**src/rtl/multi_channel_consumer.sv**
```systemverilog
// rtl/multi_channel_consumer.sv - N-channel result sink with per-channel FIFOs and round-robin merge
//
// Purpose: each pipeline channel pushes results into its own small FIFO over a
// valid/ready handshake. A registered round-robin stage merges the FIFOs onto one
// tagged output stream. Any full FIFO raises global_stall. The last accepted word
// of every channel is kept for debug.
// Optional feature: define CONSUMER_STATS_EN to build saturating 16-bit
// per-channel accept counters. Otherwise accept_count is tied to zero.
// Ports:
//   clk           clock, all state on the rising edge
//   reset_n       asynchronous active-low reset
//   in_data       per-channel input words, channel c at [c*DATA_W +: DATA_W]
//   in_valid      per-channel input valid
//   in_ready      per-channel FIFO not full
//   global_stall  high while any channel FIFO is full
//   out_data      merged output word
//   out_ch        source channel of out_data
//   out_valid     output slot holds a word
//   out_ready     downstream accepts the output word
//   last_data     last accepted word per channel
//   accept_count  per-channel accepted-push counters, 16 bits each
module multi_channel_consumer #(
   parameter int  NUM_CH = 2,
   parameter int  DATA_W = 32,
   parameter int  DEPTH  = 4,
   localparam int CH_W   = (NUM_CH > 1) ? $clog2(NUM_CH) : 1
) (
   input  logic                     clk,
   input  logic                     reset_n,
   input  logic [NUM_CH*DATA_W-1:0] in_data,
   input  logic [NUM_CH-1:0]        in_valid,
   output logic [NUM_CH-1:0]        in_ready,
   output logic                     global_stall,
   output logic [DATA_W-1:0]        out_data,
   output logic [CH_W-1:0]          out_ch,
   output logic                     out_valid,
   input  logic                     out_ready,
   output logic [NUM_CH*DATA_W-1:0] last_data,
   output logic [NUM_CH*16-1:0]     accept_count
);

   localparam int             PTR_W    = $clog2(DEPTH);
   localparam logic [PTR_W:0] FULL_CNT = (PTR_W+1)'(DEPTH);

   logic [DATA_W-1:0] mem    [NUM_CH][DEPTH];
   logic [PTR_W-1:0]  wr_ptr [NUM_CH];
   logic [PTR_W-1:0]  rd_ptr [NUM_CH];
   logic [PTR_W:0]    count  [NUM_CH];

   logic [NUM_CH-1:0] full;
   logic [NUM_CH-1:0] empty;
   logic [NUM_CH-1:0] push;
   logic [NUM_CH-1:0] pop;
   logic [CH_W-1:0]   rr_ptr;
   logic [CH_W-1:0]   grant_ch;
   logic              grant_vld;
   logic              load;

   // Full is decided on the registered count only, so a full FIFO never takes a
   // push even when it is being popped in the same cycle.
   always_comb begin
      for (int c = 0; c < NUM_CH; c++) begin
         full[c]  = (count[c] == FULL_CNT);
         empty[c] = (count[c] == '0);
         push[c]  = in_valid[c] & ~full[c];
      end
   end

   assign in_ready     = ~full;
   assign global_stall = |full;
   assign load         = ~out_valid | out_ready;

   // Round-robin search starting one past the last granted channel. Only entries
   // already stored in the FIFOs are visible, so there is no same-cycle fall-through.
   always_comb begin
      int              n;
      logic [CH_W-1:0] cand;
      grant_vld = 1'b0;
      grant_ch  = '0;
      n         = 0;
      cand      = '0;
      for (int i = 1; i <= NUM_CH; i++) begin
         n = int'(rr_ptr) + i;
         if (n >= NUM_CH) n = n - NUM_CH;
         cand = CH_W'(n);
         if (!grant_vld && !empty[cand]) begin
            grant_vld = 1'b1;
            grant_ch  = cand;
         end
      end
   end

   always_comb begin
      for (int c = 0; c < NUM_CH; c++) begin
         pop[c] = load & grant_vld & (grant_ch == CH_W'(c));
      end
   end

   always_ff @(posedge clk) begin
      for (int c = 0; c < NUM_CH; c++) begin
         if (push[c]) mem[c][wr_ptr[c]] <= in_data[c*DATA_W +: DATA_W];
      end
   end

   always_ff @(posedge clk or negedge reset_n) begin
      if (!reset_n) begin
         for (int c = 0; c < NUM_CH; c++) begin
            wr_ptr[c] <= '0;
            rd_ptr[c] <= '0;
            count[c]  <= '0;
         end
         last_data <= '0;
      end else begin
         for (int c = 0; c < NUM_CH; c++) begin
            if (push[c]) begin
               wr_ptr[c]                    <= wr_ptr[c] + PTR_W'(1);
               last_data[c*DATA_W +: DATA_W] <= in_data[c*DATA_W +: DATA_W];
            end
            if (pop[c]) rd_ptr[c] <= rd_ptr[c] + PTR_W'(1);
            count[c] <= count[c] + (PTR_W+1)'(push[c]) - (PTR_W+1)'(pop[c]);
         end
      end
   end

   // Output slot: refills whenever it is empty or being drained; data and tag
   // hold their last values when the slot goes idle.
   always_ff @(posedge clk or negedge reset_n) begin
      if (!reset_n) begin
         out_data  <= '0;
         out_ch    <= '0;
         out_valid <= 1'b0;
         rr_ptr    <= CH_W'(NUM_CH - 1);
      end else if (load) begin
         if (grant_vld) begin
            out_data  <= mem[grant_ch][rd_ptr[grant_ch]];
            out_ch    <= grant_ch;
            out_valid <= 1'b1;
            rr_ptr    <= grant_ch;
         end else begin
            out_valid <= 1'b0;
         end
      end
   end

`ifdef CONSUMER_STATS_EN
   always_ff @(posedge clk or negedge reset_n) begin
      if (!reset_n) begin
         accept_count <= '0;
      end else begin
         for (int c = 0; c < NUM_CH; c++) begin
            if (push[c] && (accept_count[c*16 +: 16] != 16'hFFFF))
               accept_count[c*16 +: 16] <= accept_count[c*16 +: 16] + 16'd1;
         end
      end
   end
`else
   assign accept_count = '0;
`endif

endmodule

```
**config.mk**
```make
export PLATFORM = sky130hd
export DESIGN_NAME = multi_channel_consumer
export DESIGN_NICKNAME = d
export VERILOG_FILES = /design/src/rtl/multi_channel_consumer.sv
export SDC_FILE = /design/constraint.sdc
export NUM_CORES = 1
export LEC_CHECK = 0
export BUFFER_PORTS_ARGS = -buffer_cell sky130_fd_sc_hd__buf_2
export CAP_MARGIN = 20
export CORE_UTILIZATION = 55
export CTS_CLUSTER_DIAMETER = 40
export DETAILED_ROUTE_END_ITERATION = 12
export PLACE_DENSITY = 0.77
export SLEW_MARGIN = 40
export SYNTH_ARGS = -nofsm -noshare
export SYNTH_HDL_FRONTEND = slang
export SYNTH_SLANG_ARGS = --single-unit
```
**constraint.sdc**
```tcl
create_clock -name clk -period 2.9 [get_ports clk]
set_input_delay 0.145 -clock clk [delete_from_list [all_inputs] [get_ports clk]]
set_output_delay 0.145 -clock clk [all_outputs]
set_load 0.005 [all_outputs]
```
==> results_tabular.tex, run 1 <==
\begin{tabular}{lr}
\hline
Metric & Value \\
\hline
\multicolumn{2}{l}{\textbf{Run status}} \\
\quad Run status & finished, final reports clean \\
\multicolumn{2}{l}{\textbf{STA}} \\
\quad Transition time at the pin with the least slew margin & between 0.6 and 0.7 ns \\
\quad Shortest period the worst path allows & approximately 2.8 ns \\
\quad Setup violators final & 0 \\
\quad Post-Route Hold Slack & 0.0627 ns \\
\quad Fin Clk Skew & 0.0127 ns \\
\quad Maximum clock rate & between 300 and 400 MHz \\
\quad RSZ-0062 raised after global routing & no \\
\quad Max-slew violation total from the final report & 0 \\
\quad Final hold viol count & 0 \\
\quad Fin crit share & 95.2\% \\
\quad Final TNS setup & 0 ns \\
\quad Worst max-slew margin expressed relative to the limit & a little under three fifths \\
\multicolumn{2}{l}{\textbf{Floorplan}} \\
\quad Number of rows in the core area & 58 \\
\quad Ports placed on the boundary & between 200 and 250 \\
\quad Overall die width & 163 um \\
\quad Floorplan die area & around 0.026 sq mm \\
\quad Area inside the core boundary & approximately 0.025 sq mm \\
\quad Starting utilization of the core area & approximately 56\% \\
\quad Chip Height & about 160 um \\
\multicolumn{2}{l}{\textbf{Synthesis}} \\
\quad Number of distinct library cells after synthesis & 29 \\
\quad Average size of a mapped cell & roughly 19 sq um \\
\quad Top area cells in the synthesized netlist & edfxtp\_1 (54\%), dfrtp\_1 (20\%), mux4\_2 (10\%) \\
\quad Number of synthesized flops with an enable pin & around 260 \\
\quad Cell type contributing the most total cell area after synthesis & edfxtp\_1 \\
\quad Number of warnings printed during yosys synthesis & 0 \\
\quad Summed instance area of the synthesized netlist & 0.0142 sq mm \\
\quad Dominant synthesized flop cell & edfxtp\_1 \\
\quad Yosys top cell area share & a little over half \\
\quad Number of standard cells after synthesis & 761 \\
\quad Synthesis-stage register bit count & around 370 \\
\quad Post-synth ARST share & 30.6\% \\
\quad Most instantiated cells after synthesis & edfxtp\_1 (256), dfrtp\_1 (112), nand2\_1 (70) \\
\quad Sequential share of the synthesized area & approximately three quarters \\
\quad Most frequent cell after synthesis & edfxtp\_1 \\
\multicolumn{2}{l}{\textbf{Detailed routing}} \\
\quad Via density per instance & 5.35 \\
\quad Via count of the routed design & approximately 7400 \\
\quad 1st-pass router iterations & 5 \\
\quad Starting DRC count in detailed routing & between 500 and 600 \\
\quad Final wirelength & $\sim$28 mm \\
\quad DRC errors left & 0 \\
\quad Number of nets with antenna violations after detailed routing & 0 \\
\quad Routed length per instance & 20.1 um \\
\multicolumn{2}{l}{\textbf{Final layout}} \\
\quad Utilization after layout & $\sim$70\% \\
\quad Number of nets in the layout & $\sim$1100 \\
\quad Area delta synth->final & 24.2\% \\
\quad Number of antenna cells inserted & 0 \\
\quad Layout cell share with drive strength beyond 1 & a little under two fifths \\
\multicolumn{2}{l}{\textbf{Clock network}} \\
\quad Total number of clock tree sinks & $\sim$370 \\
\quad Root Buffer & clkbuf\_16 \\
\quad TritonCTS clock tree & built \\
\quad Number of clock buffers inserted by TritonCTS & 44 \\
\quad Clk buf depth & 3 \\
\quad H-tree levels & 2 \\
\quad Latest clock arrival within the worst-skew pair & about 0.53 ns \\
\quad Clock slew seen by the registers of the worst setup and hold paths & 0.06 ns \\
\multicolumn{2}{l}{\textbf{Critical path}} \\
\quad Worst setup path endpoint & count[5]\$\_DFF\_PN0\_ \\
\quad Reg-to-reg setup timing slack & 0.14 ns \\
\quad Endpoint class of the critical path & register \\
\quad Standard cell with the maximum stage delay on the critical path & dfrtp\_2 \\
\quad Kind of launch point of the worst setup path & register \\
\quad Largest fanout on the critical path & 4 \\
\quad Critical register-to-register path startpoint & count[4]\$\_DFF\_PN0\_ \\
\quad Largest stage delay on the critical path & $\sim$0.44 ns \\
\quad Worst endpoint data arrival time & approximately 3.2 ns \\
\quad Data required time of the critical path & around 3.4 ns \\
\quad Worst path cell trace & or3\_4 > o41a\_2 > and2\_1 > ha\_1 > inv\_1 > ha\_1 > inv\_1 > fa\_1 > xnor2\_1 > xnor2\_1 \\
\quad Setup crit start & count[4]\$\_DFF\_PN0\_ \\
\quad Number of cell instances on the worst register-to-register path & 10 \\
\quad Reg-to-reg endpoint & count[5]\$\_DFF\_PN0\_ \\
\quad Critical setup path kind & reg -> reg \\
\multicolumn{2}{l}{\textbf{Pwr}} \\
\quad Part of the power in registers & 41.9\% \\
\quad Power Dens Cells & 1050 mW/mm\^{}2 \\
\quad Clock share of power & a little under a third \\
\quad Internal power consumption & roughly 13 mW \\
\quad Switching power share of the total & 28.9\% \\
\quad Power consumption & between 15 and 20 mW \\
\quad Static leakage & 6.79 nW \\
\quad Net Sw Power & about 5.4 mW \\
\quad IR Drop Worst-Case VDD & 0.000789 V \\
\quad Fraction of power consumed by combinational cells & about a quarter \\
\multicolumn{2}{l}{\textbf{Place}} \\
\quad Count of input and output buffers & 169 \\
\quad Routability congestion estimate from global placement & 0.835 \\
\quad Sum of net half-perimeters after detailed placement & about 17 mm \\
\multicolumn{2}{l}{\textbf{GRT}} \\
\quad Total overflow reported by the global router & 0 \\
\quad Number of antenna violations at the first check in global routing & 0 \\
\quad Number of global-route vias before repair & between 7000 and 8000 \\
\quad Largest net degree at the start of global routing & roughly 70 \\
\quad Global-route wire length before repair & between 40 and 50 mm \\
\quad Total routing resource utilization after global routing & between 20\% and 30\% \\
\multicolumn{2}{l}{\textbf{Flow run}} \\
\quad Max-capacitance violation count & 0 \\
\multicolumn{2}{l}{\textbf{Worst hold path}} \\
\quad Worst min-delay path class & in -> reg \\
\quad Hold path start & out\_ready \\
\hline
\end{tabular}
## power by group through the flow
| stage | registers (mW) | clock network [mW] | logic [mW] |
|---|---|---|---|
| 6_report | 7.77 | 5.91 | 4.87 |
| 3_3_place_gp | 7.79 | 0 | 4.77 |
| 2_1_floorplan | 7.67 | 0 | 3.22 |
| 5_1_grt | 7.92 | 6.22 | 5.35 |
| 4_1_cts | 7.78 | 6.02 | 5.00 |
| 3_5_place_dp | 7.86 | 0 | 4.88 |
## worst min-delay path by stage
stage | slack [ns] | cells past startpoint | to
after floorplan | -0.15 | 0 | count[0]$_DFF_PN0_
after global placement | 0.16 | 1 | last_data[39]$_DFFE_PN0P_
after detailed placement | 0.17 | 1 | last_data[40]$_DFFE_PN0P_
after CTS | 0.04 | 3 | out_valid$_DFFE_PN0P_
after global routing | 0.08 | 3 | out_valid$_DFFE_PN0P_
final | 0.06 | 3 | out_valid$_DFFE_PN0P_
## registers in the layout, summed over array words and instances, names as in the netlist
| register | count |
|---|---|
| out_valid | 1 |
| last_data | 64 |
| mem | 256 |
| out_data | 32 |
| rr_ptr | 1 |
| out_ch | 1 |
| rd_ptr | 4 |
| count | 6 |
| wr_ptr | 4 |
## critical path: cells and delay by family, from the launching register on
kind | cells | cell delay (ns)
flip-flops | 1 | 0.44
buffers and inverters | 2 | 0.13
AND/OR/NAND/NOR | 2 | 0.60
adder cells (fa/ha/maj) | 3 | 0.81
AO/OA/AOI/OAI | 1 | 0.39
XOR/XNOR | 2 | 0.33
## kinds of logic after synthesis
family          Yosys count  synth area share, %
flops                   369                 74.1
mux                     130                 15.4
simple gates            119                 3.44
buf+inv                  81                 3.36
compound gates           37                 1.68
fa+ha+maj                14                 1.34
xor+xnor                 10                0.617
other cells               1               0.0264
## cell type report
cell class                      count  area (sq um)
Clock buffer                       49          1150
Sequential cell                   369         10500
Tap cell                          330           413
Clock inverter                     33           464
Timing Repair Buffer              254          1710
Fill cell                        1653          7640
Multi-Input combinational cell    342          3310
Inverter                           13          48.8
## through the flow
stage	worst slack, ns	cells	area (sq um)
finish	0.138	1390	17600
global route	0.00200	1390	17600
CTS	0.115	1390	17600
detailed placement	0.144	1243	15400
global placement	0.222	1243	15400
floorplan	0.301	792	14300
## cells in the final DEF, fill, tap and decap left out, types with 2 or more instances in the layout
master,Yosys,routed
clkinvlp_4,0,3
buf_4,32,16
dlygate4sd3_1,0,65
buf_12,0,5
xnor2_1,9,9
o21ai_0,2,2
a31oi_1,32,32
nor2_1,34,34
nand2_1,70,70
and3_1,8,8
clkinv_8,0,2
clkinv_4,0,3
clkinv_1,0,2
conb_1,1,32
edfxtp_1,256,256
mux2_2,66,66
fa_1,2,2
inv_8,0,2
clkinv_2,0,6
inv_1,13,13
dfrtp_2,0,3
inv_6,0,6
ha_1,12,12
buf_2,18,168
clkbuf_1,14,3
bufinv_16,0,9
dfrtp_1,112,109
mux4_2,64,64
nand3_1,2,2
clkbuf_16,0,45
## per-layer routing
layer	vias to the layer above	wire length (um)	GRT usage, %
met2	220	14200	36.8
li1	3372	-	-
met3	40	1890	4.33
met5	-	0	0
met1	3802	11300	29.5
met4	0	507	6.33
## what timing repair did
item,CTS,global route
resized for setup,0,1
buffers inserted,0,0
endpoints found under the hold margin,356,0
setup endpoints to repair,0,1
hold buffers,65,0
Note: power is estimated with default switching activity, not from simulation.
==> run 2, diff against run 1 <==
--- a/config.mk
+++ b/config.mk
@@ -8,9 +8,11 @@
 export BUFFER_PORTS_ARGS = -buffer_cell sky130_fd_sc_hd__buf_2
 export CAP_MARGIN = 20
 export CORE_UTILIZATION = 55
+export CTS_BUF_LIST = sky130_fd_sc_hd__clkbuf_8 sky130_fd_sc_hd__clkbuf_16
 export CTS_CLUSTER_DIAMETER = 40
 export DETAILED_ROUTE_END_ITERATION = 12
 export PLACE_DENSITY = 0.77
+export REMOVE_ABC_BUFFERS = 1
 export SLEW_MARGIN = 40
 export SYNTH_ARGS = -nofsm -noshare
 export SYNTH_HDL_FRONTEND = slang
==> run 2 against run 1 <==
Against the previous run: combinational power increased by 1%; largest power group unchanged; worst hold slack lost 0.0084 ns; non-clock buffer count grew 2; critical path type unchanged; cell count up 0.14%.
==> results_tabular.tex, run 2 (same netlist as run 1, synthesis figures left out) <==
\begin{tabular}{lr}
\hline
Metric & Value \\
\hline
\multicolumn{2}{l}{\textbf{Run status}} \\
\quad Run status & finished, final reports clean (unchanged) \\
\multicolumn{2}{l}{\textbf{GRT}} \\
\quad Largest net degree at the start of global routing & 68 (unchanged) \\
\quad Total overflow reported by the global router & 0 (unchanged) \\
\quad Total routing resource utilization after global routing & 22.1\% (was 22.0\%) \\
\quad Number of antenna violations at the first check in global routing & 0 (unchanged) \\
\quad Global-route wire length before repair & 43.5 mm (was 43.3 mm) \\
\quad Number of global-route vias before repair & 7827 (was 7774) \\
\multicolumn{2}{l}{\textbf{Final layout}} \\
\quad Layout cell share with drive strength beyond 1 & 37.8\% (was 38.0\%) \\
\quad Number of flip-flops under the largest register name & 256 (unchanged) \\
\quad Most common cell after layout, fill and taps aside & edfxtp\_1 (unchanged) \\
\quad Number of antenna cells inserted & 0 (unchanged) \\
\quad Number of nets in the layout & 1109 (was 1107) \\
\quad Commonest non-fill, non-tap cells in the layout & edfxtp\_1 (256), buf\_2 (168), dfrtp\_1 (110) (was edfxtp\_1 (256), buf\_2 (168), dfrtp\_1 (109)) \\
\quad Area delta synth->final & 23.4\% (was 24.2\%) \\
\quad Post-layout instance area & 0.0175 sq mm (was 0.0176 sq mm) \\
\multicolumn{2}{l}{\textbf{Floorplan}} \\
\quad Starting utilization of the core area & 56.2\% (unchanged) \\
\quad Number of rows in the core area & 58 (unchanged) \\
\quad Overall die width & 163 um (unchanged) \\
\quad Floorplan die area & 0.0264 sq mm (unchanged) \\
\quad Ports placed on the boundary & 202 (unchanged) \\
\quad Area inside the core boundary & 0.0253 sq mm (unchanged) \\
\quad Chip Height & 163 um (unchanged) \\
\multicolumn{2}{l}{\textbf{STA}} \\
\quad Shortest period the worst path allows & 2.70 ns (was 2.76 ns) \\
\quad Post-Route Hold Slack & 0.0543 ns (was 0.0627 ns) \\
\quad Transition time at the pin with the least slew margin & 0.680 ns (was 0.662 ns) \\
\quad Setup violators final & 0 (unchanged) \\
\quad Fin Clk Skew & 0.0241 ns (was 0.0127 ns) \\
\quad Maximum clock rate & 370 MHz (was 362 MHz) \\
\quad Final hold viol count & 0 (unchanged) \\
\quad Max-slew violation total from the final report & 0 (unchanged) \\
\quad Worst max-slew margin expressed relative to the limit & 54.7\% (was 55.8\%) \\
\quad RSZ-0062 raised after global routing & no (unchanged) \\
\quad Fin crit share & 93.2\% (was 95.2\%) \\
\multicolumn{2}{l}{\textbf{Detailed routing}} \\
\quad Via count of the routed design & 7557 (was 7434) \\
\quad Final wirelength & 28.2 mm (was 27.9 mm) \\
\quad DRC errors left & 0 (unchanged) \\
\quad Starting DRC count in detailed routing & 518 (was 561) \\
\quad Via density per instance & 5.43 (was 5.35) \\
\quad Routed length per instance & 20.2 um (was 20.1 um) \\
\quad 1st-pass router iterations & 5 (unchanged) \\
\quad Number of nets with antenna violations after detailed routing & 0 (unchanged) \\
\multicolumn{2}{l}{\textbf{Critical path}} \\
\quad Worst path cell trace & or3\_4 > o41a\_2 > and2\_1 > ha\_1 > inv\_1 > ha\_1 > inv\_1 > fa\_1 > xnor2\_1 > xnor2\_1 (unchanged) \\
\quad Kind of launch point of the worst setup path & register (unchanged) \\
\quad Endpoint class of the critical path & register (unchanged) \\
\quad Data required time of the critical path & 3.34 ns (was 3.36 ns) \\
\quad Standard cell with the maximum stage delay on the critical path & dfrtp\_1 (was dfrtp\_2) \\
\quad Worst endpoint data arrival time & 3.14 ns (was 3.22 ns) \\
\quad Largest fanout on the critical path & 4 (unchanged) \\
\quad Largest stage delay on the critical path & 0.43 ns (was 0.44 ns) \\
\quad Critical setup path kind & reg -> reg (unchanged) \\
\multicolumn{2}{l}{\textbf{Clock network}} \\
\quad Clk buf depth & 3 (unchanged) \\
\quad Post-cts gate resize count & 0 (unchanged) \\
\quad Root Buffer & clkbuf\_16 (unchanged) \\
\quad Latest clock arrival within the worst-skew pair & 0.54 ns (was 0.53 ns) \\
\quad TritonCTS clock tree & built (unchanged) \\
\quad H-tree levels & 2 (unchanged) \\
\quad Number of clock buffers inserted by TritonCTS & 44 (unchanged) \\
\quad Setup bufs post-CTS & 0 (unchanged) \\
\quad Total number of clock tree sinks & 369 (unchanged) \\
\quad Clock slew seen by the registers of the worst setup and hold paths & 0.05 ns (was 0.06 ns) \\
\multicolumn{2}{l}{\textbf{Pwr}} \\
\quad Power Dens Cells & 1040 mW/mm\^{}2 (was 1050 mW/mm\^{}2) \\
\quad Static leakage & 6.78 nW (was 6.79 nW) \\
\quad Power consumption & 18.2 mW (was 18.5 mW) \\
\quad IR Drop Worst-Case VDD & 0.000754 V (was 0.000789 V) \\
\multicolumn{2}{l}{\textbf{Place}} \\
\quad Sum of net half-perimeters after detailed placement & 17.0 mm (was 16.9 mm) \\
\quad Count of input and output buffers & 169 (unchanged) \\
\quad Area after DPL & 0.0154 sq mm (about the same) \\
\quad Routability congestion estimate from global placement & 0.791 (was 0.835) \\
\multicolumn{2}{l}{\textbf{Flow run}} \\
\quad Max-capacitance violation count & 0 (unchanged) \\
\multicolumn{2}{l}{\textbf{Worst hold path}} \\
\quad Worst min-delay path class & in -> reg (unchanged) \\
\hline
\end{tabular}
[run 2: layer usage]
layer	up-vias	global-route usage (%)	share of wire [%]
met3	49	4.20	6.7
met2	271	37.1	51
met1	3861	29.5	40
li1	3376	-	-
met5	-	0	0
met4	0	6.63	2.2
[run 2: what timing repair did]
action | CTS | global route
setup endpoints to repair | 0 | 0
hold buffers | 65 | 0
endpoints found under the hold margin | 376 | 0
[run 2: final timing paths]
check                                     startpoint                        end  slack [ns]  depth (start not counted)
setup / recovery                  count[4]$_DFF_PN0_         count[5]$_DFF_PN0_        0.20                         10
hold / removal                           in_valid[1]       mem[1][51]$_DFFE_PP_        0.05                          2
setup reg to reg                  count[4]$_DFF_PN0_         count[5]$_DFF_PN0_        0.20                         10
hold reg to reg            last_data[12]$_DFFE_PN0P_  last_data[12]$_DFFE_PN0P_        0.50                          1
max in group asynchronous                    reset_n   last_data[1]$_DFFE_PN0P_        1.99                          3
min in group asynchronous                    reset_n  last_data[63]$_DFFE_PN0P_        0.09                          2
[run 2: final cells by class]
cell class	instances	area, sq um
sequential	369	10500
fill	1623	7750
multi-input combinational	342	3310
timing repair buffer	256	1710
clock buffer	47	1150
tap	330	413
clock inverter	35	342
inverter	13	48.8
[run 2: critical path, delay by kind of cell (launching register included)]
family / cells / cell delay (ns)
xor+xnor: 2 / 0.32
flops: 1 / 0.43
simple gates: 2 / 0.62
fa+ha+maj: 3 / 0.77
compound gates: 1 / 0.39
buf+inv: 2 / 0.10
[run 2: power breakdown]
part	switching, mW	internal, mW	leakage, nW
combinational	2.59	2.34	2.36
clock	2.15	3.37	0.767
sequential	0.658	7.11	3.65
total	5.40	12.8	6.78
[run 2: stage by stage]
| stage | setup slack (ns) | cells | util, % | setup TNS [ns] |
|---|---|---|---|---|
| 3_3_place_gp | 0.225 | 1245 | 60.8 | 0 |
| 4_1_cts | 0.188 | 1392 | 69.3 | 0 |
| 3_5_place_dp | 0.210 | 1245 | 60.8 | 0 |
| 2_1_floorplan | -0.462 | 724 | - | -0.960 |
| 6_report | 0.199 | 1392 | 69.3 | 0 |
| 5_1_grt | 0.0367 | 1392 | 69.3 | 0 |
==> run 3, diff against run 2 <==
==> constraint.sdc (replaced) <==
create_clock -name clk -period 2.9 [get_ports clk]
set_input_delay 0.29 -clock clk [delete_from_list [all_inputs] [get_ports clk]]
set_output_delay 0.29 -clock clk [all_outputs]
set_load 0.005 [all_outputs]
==> run 3 against run 2 <==
Against the previous run: register-to-register slack worse by 0.05 ns; worst hold slack got worse by 0.041 ns; setup slack lost 0.049 ns; clock skew decreased by 0.011 ns; global-route usage decreased by 0.64 points; utilization is 1.5 points lower; non-clock buffer count down 35; die area unchanged; combinational power is 0.8% lower; via count down 2.5%; clock power down 3%; largest power group unchanged.
==> results_tabular.tex, run 3 (same netlist as run 1, synthesis figures left out) <==
\begin{tabular}{lr}
\hline
Metric & Value \\
\hline
\multicolumn{2}{l}{\textbf{Final layout}} \\
\quad Layout cell share with drive strength beyond 1 & 39.1\% (was 37.8\%) \\
\quad Number of antenna cells inserted & 0 (unchanged) \\
\quad Most common cell after layout, fill and taps aside & edfxtp\_1 (unchanged) \\
\quad Commonest non-fill, non-tap cells in the layout & edfxtp\_1 (256), buf\_2 (168), dfrtp\_1 (109) (was edfxtp\_1 (256), buf\_2 (168), dfrtp\_1 (110)) \\
\quad Utilization after layout & 67.8\% (was 69.3\%) \\
\quad Number of nets in the layout & 1073 (was 1109) \\
\quad Fin cells & 1354 (was 1392) \\
\quad Number of flip-flops under the largest register name & 256 (unchanged) \\
\quad Area delta synth->final & 20.6\% (was 23.4\%) \\
\multicolumn{2}{l}{\textbf{Clock network}} \\
\quad Clock slew seen by the registers of the worst setup and hold paths & 0.06 ns (was 0.05 ns) \\
\quad Setup bufs post-CTS & 0 (unchanged) \\
\quad Total number of clock tree sinks & 369 (unchanged) \\
\quad Number of clock buffers inserted by TritonCTS & 43 (was 44) \\
\quad TritonCTS clock tree & built (unchanged) \\
\quad Latest clock arrival within the worst-skew pair & 0.52 ns (was 0.54 ns) \\
\quad H-tree levels & 2 (unchanged) \\
\quad Root Buffer & clkbuf\_16 (unchanged) \\
\quad Clk buf depth & 3 (unchanged) \\
\multicolumn{2}{l}{\textbf{Detailed routing}} \\
\quad 1st-pass router iterations & 4 (was 5) \\
\quad Via count of the routed design & 7365 (was 7557) \\
\quad Starting DRC count in detailed routing & 484 (was 518) \\
\quad Via density per instance & 5.44 (was 5.43) \\
\quad DRC errors left & 0 (unchanged) \\
\quad Routed length per instance & 20.1 um (was 20.2 um) \\
\quad Final wirelength & 27.2 mm (was 28.2 mm) \\
\quad Number of nets with antenna violations after detailed routing & 0 (unchanged) \\
\multicolumn{2}{l}{\textbf{GRT}} \\
\quad Number of global-route vias before repair & 7618 (was 7827) \\
\quad Number of antenna violations at the first check in global routing & 0 (unchanged) \\
\quad Total routing resource utilization after global routing & 21.4\% (was 22.1\%) \\
\quad Largest net degree at the start of global routing & 68 (unchanged) \\
\quad Total overflow reported by the global router & 0 (unchanged) \\
\quad Global-route wire length before repair & 42.1 mm (was 43.5 mm) \\
\multicolumn{2}{l}{\textbf{Critical path}} \\
\quad Kind of launch point of the worst setup path & register (unchanged) \\
\quad Critical register-to-register path startpoint & count[4]\$\_DFF\_PN0\_ (unchanged) \\
\quad Largest fanout on the critical path & 4 (unchanged) \\
\quad Setup crit start & count[4]\$\_DFF\_PN0\_ (unchanged) \\
\quad Number of cell instances on the worst register-to-register path & 10 (unchanged) \\
\quad Critical setup path kind & reg -> reg (unchanged) \\
\quad Largest stage delay on the critical path & 0.44 ns (was 0.43 ns) \\
\quad Data required time of the critical path & 3.30 ns (was 3.34 ns) \\
\quad Worst path cell trace & or3\_4 > o41a\_2 > and2\_1 > ha\_1 > inv\_1 > ha\_1 > inv\_1 > fa\_1 > xnor2\_2 > xnor2\_1 (was or3\_4 > o41a\_2 > and2\_1 > ha\_1 > inv\_1 > ha\_1 > inv\_1 > fa\_1 > xnor2\_1 > xnor2\_1) \\
\quad Standard cell with the maximum stage delay on the critical path & dfrtp\_2 (was dfrtp\_1) \\
\quad Endpoint class of the critical path & register (unchanged) \\
\quad Worst endpoint data arrival time & 3.15 ns (was 3.14 ns) \\
\multicolumn{2}{l}{\textbf{Place}} \\
\quad Routability congestion estimate from global placement & 0.795 (was 0.791) \\
\quad Place WS & 0.169 ns (was 0.210 ns) \\
\quad Count of input and output buffers & 169 (unchanged) \\
\quad Sum of net half-perimeters after detailed placement & 16.9 mm (was 17.0 mm) \\
\quad Placed cell count & 1245 (unchanged) \\
\multicolumn{2}{l}{\textbf{STA}} \\
\quad Worst max-slew margin expressed relative to the limit & 49.3\% (was 54.7\%) \\
\quad Fin crit share & 94.8\% (was 93.2\%) \\
\quad Smallest setup slack after layout & 0.150 ns (was 0.199 ns) \\
\quad Max-slew violation total from the final report & 0 (unchanged) \\
\quad Setup violators final & 0 (unchanged) \\
\quad Transition time at the pin with the least slew margin & 0.761 ns (was 0.680 ns) \\
\quad Final hold viol count & 0 (unchanged) \\
\quad Fin Clk Skew & 0.0134 ns (was 0.0241 ns) \\
\quad Shortest period the worst path allows & 2.75 ns (was 2.70 ns) \\
\quad Maximum clock rate & 364 MHz (was 370 MHz) \\
\multicolumn{2}{l}{\textbf{Floorplan}} \\
\quad Starting utilization of the core area & 56.2\% (unchanged) \\
\quad Floorplan die area & 0.0264 sq mm (unchanged) \\
\quad Area inside the core boundary & 0.0253 sq mm (unchanged) \\
\quad Chip Height & 163 um (unchanged) \\
\quad Overall die width & 163 um (unchanged) \\
\quad Number of rows in the core area & 58 (unchanged) \\
\quad Ports placed on the boundary & 202 (unchanged) \\
\multicolumn{2}{l}{\textbf{Pwr}} \\
\quad Power Dens Cells & 1050 mW/mm\^{}2 (was 1040 mW/mm\^{}2) \\
\quad Static leakage & 6.60 nW (was 6.78 nW) \\
\quad IR Drop Worst-Case VDD & 0.000889 V (was 0.000754 V) \\
\multicolumn{2}{l}{\textbf{Worst hold path}} \\
\quad Worst min-delay path class & in -> reg (unchanged) \\
\quad Cells on Worst Hold Path & 1 (was 2) \\
\quad Hold path start & in\_data[50] (was in\_valid[1]) \\
\multicolumn{2}{l}{\textbf{Run status}} \\
\quad Run status & finished, final reports clean (unchanged) \\
\multicolumn{2}{l}{\textbf{Flow run}} \\
\quad Max-capacitance violation count & 0 (unchanged) \\
\hline
\end{tabular}
==> run 3: worst paths after layout <==
check / slack, ns / end
hold / removal: 0.01 / mem[1][50]$_DFFE_PP_
min in group asynchronous: 0.24 / out_data[18]$_DFFE_PN0N_
hold reg to reg: 0.50 / last_data[25]$_DFFE_PN0P_
setup reg to reg: 0.15 / count[5]$_DFF_PN0_
setup / recovery: 0.15 / count[5]$_DFF_PN0_
max in group asynchronous: 1.82 / last_data[25]$_DFFE_PN0P_
==> run 3: repair_timing <==
| item | CTS | global route |
|---|---|---|
| hold buffers | 30 | 0 |
| endpoints found under the setup margin | 0 | 1 |
| endpoints found under the hold margin | 130 | 0 |
| gates resized for setup | 0 | 2 |
==> run 3: cell type report <==
type                            instances  area [sq um]
Timing Repair Buffer                  221          1350
Clock buffer                           49          1180
Multi-Input combinational cell        342          3320
Tap cell                              330           413
Inverter                               13          48.8
Fill cell                            1686          8140
Sequential cell                       369         10500
Clock inverter                         30           279
==> run 3: metal layers <==
layer | vias up | GRT usage (%) | part of all wire, %
met5 | - | 0 | 0
met4 | 0 | 6.80 | 2.4
met3 | 45 | 4.07 | 5.5
met2 | 222 | 36.2 | 51
met1 | 3799 | 28.3 | 41
li1 | 3299 | - | -
==> run 3: critical path, delay by kind of cell, from the launching register on <==
family | cells | cell delay (ns)
buffers and inverters | 2 | 0.12
DFF | 1 | 0.44
AOI/OAI and AO/OA | 1 | 0.39
and+or+nand+nor | 2 | 0.60
xor gates and xnor gates | 2 | 0.28
adders and majority gates | 3 | 0.81
==> run 3: where the power goes <==
part | switching (mW) | total [mW] | internal [mW]
Clock | 2.08 | 5.37 | 3.30
Combinational | 2.57 | 4.88 | 2.31
Sequential | 0.627 | 7.73 | 7.11
Total | 5.27 | 18.0 | 12.7
==> run 3: per-stage QoR <==
step | instance area, sq um | power, mW | hold slack [ns] | setup TNS [ns]
final | 17100 | 18.0 | 0.0134 | 0
after global routing | 17100 | 19.0 | 0.00431 | -0.00832
after floorplan | 13900 | 10.7 | -0.00559 | -0.960
after CTS | 17100 | 18.2 | 0.0000322 | 0
after global placement | 15300 | 12.6 | 0.242 | 0
after detailed placement | 15300 | 12.8 | 0.244 | 0
